<file path="src/rtl/usb_tx_scheduler.sv">
// rtl/usb_tx_scheduler.sv - arbitrates handshake/data packets onto the USB TX engine.
// Optional single retry of failed data packets when USB_TX_RETRY_EN is defined.
module usb_tx_scheduler #(
  parameter int GAP_CYCLES    = 16,
  parameter int START_TIMEOUT = 64,
  parameter int MAX_SIZE      = 64
) (
  input  logic       clk,
  input  logic       n_rst,
  input  logic       hs_req,
  input  logic [1:0] hs_pid,
  output logic       hs_grant,
  input  logic       data_req,
  input  logic [6:0] data_size,
  output logic       data_grant,
  output logic       data_done,
  output logic       data_err,
  input  logic       ack_rcvd,
  input  logic       toggle_clr,
  output logic [2:0] tx_packet,
  output logic [6:0] tx_packet_size,
  input  logic       tx_transfer_active,
  input  logic       tx_error,
  output logic       busy,
  output logic       data_toggle
);

`ifdef USB_TX_RETRY_EN
  localparam bit RETRY_EN = 1'b1;
`else
  localparam bit RETRY_EN = 1'b0;
`endif

  localparam int TW = $clog2(START_TIMEOUT + 1);
  localparam int GW = $clog2(GAP_CYCLES + 1);
  localparam logic [6:0] MAX_SZ = 7'(MAX_SIZE);

  typedef enum logic [2:0] {IDLE, ISSUE, WAIT_START, ACTIVE, GAP} state_t;

  state_t        state_q, state_d;
  logic          is_data_q, is_data_d;
  logic [2:0]    hs_cmd_q, hs_cmd_d;
  logic [6:0]    dsize_q, dsize_d;
  logic [TW-1:0] timer_q, timer_d;
  logic [GW-1:0] gap_q, gap_d;
  logic          err_q, err_d;
  logic          toggle_q, toggle_d;
  logic          pkt_tog_q, pkt_tog_d;
  logic          done_q, done_d;
  logic          derr_q, derr_d;
  logic          retry_pend_q, retry_pend_d;
  logic          retry_act_q, retry_act_d;

  logic       hs_grant_c, data_grant_c, rej_err_c, fail_c, eff_tog;
  logic [2:0] tx_pkt_c;

  // A retry must resend the exact toggle of the failed attempt.
  assign eff_tog = (RETRY_EN && retry_act_q) ? pkt_tog_q : toggle_q;

  always_comb begin
    state_d      = state_q;
    is_data_d    = is_data_q;
    hs_cmd_d     = hs_cmd_q;
    dsize_d      = dsize_q;
    timer_d      = timer_q;
    gap_d        = gap_q;
    err_d        = err_q;
    pkt_tog_d    = pkt_tog_q;
    retry_pend_d = retry_pend_q;
    retry_act_d  = retry_act_q;
    done_d       = 1'b0;
    derr_d       = 1'b0;
    hs_grant_c   = 1'b0;
    data_grant_c = 1'b0;
    rej_err_c    = 1'b0;
    fail_c       = 1'b0;
    tx_pkt_c     = 3'd0;

    if (toggle_clr)    toggle_d = 1'b0;
    else if (ack_rcvd) toggle_d = ~toggle_q;
    else               toggle_d = toggle_q;

    case (state_q)
      IDLE: begin
        if (hs_req) begin
          if (hs_pid == 2'd3) begin
            rej_err_c = 1'b1;
          end else begin
            hs_grant_c = 1'b1;
            is_data_d  = 1'b0;
            hs_cmd_d   = 3'd3 + {1'b0, hs_pid};
            state_d    = ISSUE;
          end
        end else if (retry_pend_q) begin
          is_data_d    = 1'b1;
          retry_pend_d = 1'b0;
          retry_act_d  = 1'b1;
          state_d      = ISSUE;
        end else if (data_req) begin
          if (data_size > MAX_SZ) begin
            rej_err_c = 1'b1;
          end else begin
            data_grant_c = 1'b1;
            is_data_d    = 1'b1;
            dsize_d      = data_size;
            retry_act_d  = 1'b0;
            state_d      = ISSUE;
          end
        end
      end
      ISSUE: begin
        tx_pkt_c  = is_data_q ? (eff_tog ? 3'd2 : 3'd1) : hs_cmd_q;
        pkt_tog_d = eff_tog;
        timer_d   = TW'(1);
        err_d     = 1'b0;
        state_d   = WAIT_START;
      end
      WAIT_START: begin
        if (tx_transfer_active) begin
          err_d   = tx_error;
          state_d = ACTIVE;
        end else if (timer_q == TW'(START_TIMEOUT - 1)) begin
          fail_c  = is_data_q;
          gap_d   = '0;
          state_d = GAP;
        end else begin
          timer_d = timer_q + TW'(1);
        end
      end
      ACTIVE: begin
        if (tx_transfer_active) begin
          err_d = err_q | tx_error;
        end else begin
          if (is_data_q) begin
            fail_c = err_q | tx_error;
            done_d = ~(err_q | tx_error);
          end
          gap_d   = '0;
          state_d = GAP;
        end
      end
      GAP: begin
        if (gap_q == GW'(GAP_CYCLES - 1)) state_d = IDLE;
        else                              gap_d   = gap_q + GW'(1);
      end
      default: state_d = IDLE;
    endcase

    if (fail_c) begin
      if (RETRY_EN && !retry_act_q) retry_pend_d = 1'b1;
      else                          derr_d       = 1'b1;
    end
  end

  always_ff @(posedge clk) begin
    if (n_rst) begin
      state_q      <= IDLE;
      is_data_q    <= 1'b0;
      hs_cmd_q     <= 3'd0;
      dsize_q      <= 7'd0;
      timer_q      <= '0;
      gap_q        <= '0;
      err_q        <= 1'b0;
      toggle_q     <= 1'b0;
      pkt_tog_q    <= 1'b0;
      done_q       <= 1'b0;
      derr_q       <= 1'b0;
      retry_pend_q <= 1'b0;
      retry_act_q  <= 1'b0;
    end else begin
      state_q      <= state_d;
      is_data_q    <= is_data_d;
      hs_cmd_q     <= hs_cmd_d;
      dsize_q      <= dsize_d;
      timer_q      <= timer_d;
      gap_q        <= gap_d;
      err_q        <= err_d;
      toggle_q     <= toggle_d;
      pkt_tog_q    <= pkt_tog_d;
      done_q       <= done_d;
      derr_q       <= derr_d;
      retry_pend_q <= retry_pend_d;
      retry_act_q  <= retry_act_d;
    end
  end

  // Outputs are forced quiet while reset is held, even before the state register clears.
  assign hs_grant       = ~n_rst & hs_grant_c;
  assign data_grant     = ~n_rst & data_grant_c;
  assign data_err       = ~n_rst & (rej_err_c | derr_q);
  assign data_done      = ~n_rst & done_q;
  assign tx_packet      = n_rst ? 3'd0 : tx_pkt_c;
  assign busy           = ~n_rst & (state_q != IDLE);
  assign tx_packet_size = (busy && is_data_q) ? dsize_q : 7'd0;
  assign data_toggle    = ~n_rst & toggle_q;

endmodule

</file>
<file path="config.mk">
export PLATFORM = sky130hd
export DESIGN_NAME = usb_tx_scheduler
export DESIGN_NICKNAME = d
export VERILOG_FILES = /design/src/rtl/usb_tx_scheduler.sv
export SDC_FILE = /design/constraint.sdc
export NUM_CORES = 1
export LEC_CHECK = 0
export ABC_CLOCK_PERIOD_IN_PS = 2200
export BUFFER_PORTS_ARGS = -buffer_cell sky130_fd_sc_hd__buf_2
export CORE_ASPECT_RATIO = 1.2
export CORE_UTILIZATION = 54
export DETAILED_ROUTE_END_ITERATION = 8
export PLACE_DENSITY = 0.75
export SYNTH_ARGS = -nofsm -noshare
export SYNTH_HDL_FRONTEND = slang
export SYNTH_SLANG_ARGS = --single-unit
</file>
<file path="constraint.sdc">
create_clock -name clk -period 2.2 [get_ports clk]
set_input_delay 0.22 -clock clk [delete_from_list [all_inputs] [get_ports clk]]
set_output_delay 0.22 -clock clk [all_outputs]
set_load 0.1 [all_outputs]
</file>
[Yosys cells after proc, flatten, opt, wreduce, memory -nomap -nowiden]
Index checks and enable logic that the tools add are counted.
Storage, ports and cells
  bits in registers: 30
  input bits: 17
  output and inout port bits: 16
  word-level logic and storage cells: 114
Cells by class
  $add $sub $neg: 3
  magnitude comparators: 1
  equal/unequal tests: 21
  muxes and demuxes: 47
  bitwise logic cells: 16
  reduce and logical (&&, ||, !) cells: 16
Operators by type and width (number)
  $mux 3: 11
  $mux 1: 23
  $mux 7: 3
  $mux 5: 4
  $ne 2x2->1 const B: 10
  $pmux 3 s5: 1
  $pmux 5 s3: 1
  $pmux 7 s2: 1
  $ne 3x3->1 const B: 4
  $reduce_and 3->1: 3
  $reduce_bool 3->1: 3
  $not 1->1: 8
  $reduce_and 4->1: 2
  $add 7x1->7 const B: 1
  $eq 7x6->1 const B: 1
  $gt 7x7->1 const B: 1
  $and 1x1->1: 6
  $eq 3x2->1 const B: 2
  $reduce_and 6->1: 1
  $add 5x1->5 const B: 1
  $eq 5x4->1 const B: 1
  $reduce_and 5->1: 1
  $reduce_bool 2->1: 2
  $reduce_or 4->1: 1
  11 further kinds: 12

[Depth between registers and ports, before layout]
  depth after elaboration: 7
  gate-level depth with buffers: 6
  mapped depth without buffers: 6

[Worst setup path after synthesis]
No wires, ideal clock.
  path kind: reg-to-output
  start: register state_q[0]
  end: output port tx_packet[0]
  data arrival time: 3.263 ns
  data required time: 1.980 ns
  setup slack: -1.283 ns
  cell stages (with the launch flop): 5
  path buffers: 1
  cell sequence: dfxtp_1 buf_2 nand2_1 or3_1 a211oi_1
Between the ends
  cells in the longest elaborated chain, start to end: 3
Ends and longest elaborated chain
  start, declared: line 40  | state_t state_q, state_d;
  start signal, assigned: line 171  | state_q <= state_d;
  $eq 3x1->1: line 83  | case (state_q)
  $mux 3: line 83
  $mux 3: line 192  | assign tx_packet = n_rst ? 3'd0 : tx_pkt_c;
  end, declared: line 20  | output logic [2:0] tx_packet,
Every way passes these cells.

[Worst setup path in the final report]
  start: register state_q[2]
  end: output port tx_packet[0]
Same word-level chain as after synthesis.

==> metrics.cfg <==
[critical_path]
path_class=register to primary output
crit_required_ns=1.98
arrival_ns=1.91
setup.worst_path.end_class=primary output
crit_path_max_fanout=9
worstSetupStartpointType=register

[logic_synthesis]
synth_cells=193
yosysMostFrequentCell=dfxtp_1
synth.net_count=215
synth_edf_count=0
synth_commonest_cells=dfxtp_1, nand2b_1, a21oi_1, nor2_1, mux2i_1
synth_top_family_by_area=simple AND/OR/NAND/NOR gates
synth_fa_ha_area_share_pct=3.75
synth.avg_cell_area_um2=8.65
muxShareOfSynthArea_pct=6.07
async_reset_ff_share_pct=0
seq_area_frac_synth_pct=36.0
yosysWarningCount=0
yosys.area.top_type=dfxtp_1
synth_simple_gate_area_share_pct=34.1
yosysUniqueCellTypes=46
synthFlopType=dfxtp_1
synth_compound_area_share_pct=15.1
ys_ff_latch=30
synth_xor_area_share_pct=0.524
synth.area.top_cells=dfxtp_1, nand2b_1, mux2i_1, a21oi_1, ha_1
syn_area_um2=1670
synth_top_area_share_pct=36.0

[sta]
finalHoldViolCount=0
hold_ws_ns=0.0147
relSlewSlack_pct=67.1
final.setup_skew_ns=0.00726
fin_crit_sh_pct=96.9
finalSetupViolations=0
period_minus_slack_ns=2.13
max_freq_ghz=0.469
worstMarginPinSlew_ns=0.488
drv_slew=0

[detailed_routing]
vias_per_cell=5.94
wire_per_inst_um=14.2
wirelength_mm=3.73
drtPass1Iterations=4
drt_iter0_markers=45
num_vias=1555
antenna_left=0
drc=0

[hold_path]
hold_class=primary input to register

[cts]
numCtsBuffers=5
cts-root-buf=clkbuf_4
htreeDepth=2
cts_tree=built
cts_sinks=30
ctsLongestPathBuffers=2
postCtsSetupBuffers=0
clk_latency_ns=0.35
clk_pin_slew_ns=0.10
ctsHoldBuffers=0

[grt]
gr-max-usage-layer=met2
antenna_found_initial=0
grt_overflow=0
grt_max_degree=33
first_global_vias=1574
met3_usage_pct=5.11
use_met1_pct=27.1
gr-usage-met2_pct=43.5
grt_first_pass_wirelength_mm=6.24
grt_usage_pct=25.5

[floorplanning]
start_util_pct=58.3
ios=33
dieArea_um2=3320
rows=21
die_h_um=62.9
die_w_um=52.8
core-area_um2=2860

[place]
placedCellCount=254
post-dp-hpwl_mm=2.62
gp_congestion=0.750
portBuffers=32

[pwr]
vdd_drop_max_v=0.000489
powerDensity_nw_per_um2=792
p_leak_nw=0.780

[cells_and_area]
multi_input_area_um2=1020
insertedDiodeCount=0
n_fill_cell=244
area_growth_pct=21.4
nets=249
drive_above_1_share_pct=25.0
fin_cells=262
final-seq-area_um2=606

[run_status]
status=complete, no violations

[run]
drv_cap=0

cell families (layout without fill, tap and decap cells):
family	Yosys count	count (layout)
flops	30	30
mux	10	10
simple gates	92	92
xor+xnor	1	1
compound gates	38	38
buf+inv	17	52
fa+ha+maj	5	5
worst paths after layout:
| kind | cells past startpoint | slack, ns | from | end |
|---|---|---|---|---|
| max reg2reg | 5 | 0.31 | state_q[2] | state_q[1] |
| max | 4 | 0.07 | state_q[2] | tx_packet[0] |
| min reg2reg | 1 | 0.47 | err_q | done_q |
| min | 2 | 0.01 | toggle_clr | eff_tog |
report_power, final:
group | internal, mW | leakage, nW | switching [mW] | total, mW
Combinational | 0.216 | 0.500 | 0.348 | 0.564
Sequential | 0.600 | 0.244 | 0.0880 | 0.688
Clock | 0.155 | 0.0353 | 0.199 | 0.353
Total | 0.971 | 0.780 | 0.635 | 1.61
flip-flops by register name, summed over array words and instances, names as in the netlist:
| register | cells |
|---|---|
| hs_cmd_q | 3 |
| derr_q | 1 |
| state_q | 3 |
| timer_q | 7 |
| is_data_q | 1 |
| err_q | 1 |
| eff_tog | 1 |
| gap_q | 5 |
| dsize_q | 7 |
| done_q | 1 |
worst max-delay path: stages, from the launching register on:
cell	delay [ns]
dfxtp_1	0.39
buf_4	0.20
or3_1	0.45
a211oi_2	0.31
buf_12	0.21
layout make-up:
| class | instances | share of cell area (%) |
|---|---|---|
| sequential | 30 | 29.9 |
| tap | 34 | 2.10 |
| clock inverter | 1 | 0.247 |
| multi-input combinational | 146 | 50.3 |
| inverter | 8 | 1.48 |
| clock buffer | 7 | 2.71 |
| timing repair buffer | 36 | 13.3 |
placed cells by master (no fill, tap or decap), drive strengths merged, types with 2 or more instances in the layout:
cell type	count
nand3	6
dfxtp	30
nor2b	6
buf	36
a22o	2
o21ai	5
a21boi	2
ha	5
a21oi	13
mux2i	9
a211oi	2
nand2	3
nand3b	2
o21a	3
or3	6
nand4bb	2
nor3	8
o2bb2ai	2
nand2b	19
or2	3
or4	2
inv	8
and3	2
nor2	11
and2	7
nor4	4
o31ai	3
nor3b	5
clkbuf	7
metrics by stage:
stage / cell area, um^2 / total power, mW / utilization [%] / setup slack [ns] / TNS [ns]
finish: 2030 / 1.61 / 70.8 / 0.0672 / 0
global route: 2030 / 1.70 / 70.8 / -0.00201 / -0.00201
CTS: 2020 / 1.59 / 70.7 / -0.00895 / -0.00895
detailed placement: 1940 / 1.23 / 67.7 / 0.265 / 0
global placement: 1940 / 1.21 / 67.7 / 0.347 / 0
floorplan: 1690 / 1.11 / - / -0.342 / -0.928
per-layer routing:
layer / wire length [um] / vias to the layer above / part of all wire (%)
met3: 182 / 13 / 4.9
met5: 0 / - / 0
li1: - / 765 / -
met1: 1570 / 728 / 42
met2: 1880 / 49 / 51
met4: 88 / 0 / 2.4
repair_timing:
| item | CTS | global route |
|---|---|---|
| endpoints found under the hold margin | 0 | 0 |
| setup endpoints to repair | 11 | 13 |
| resized for setup | 10 | 3 |
No activity file was read; power rests on OpenSTA's default activity.
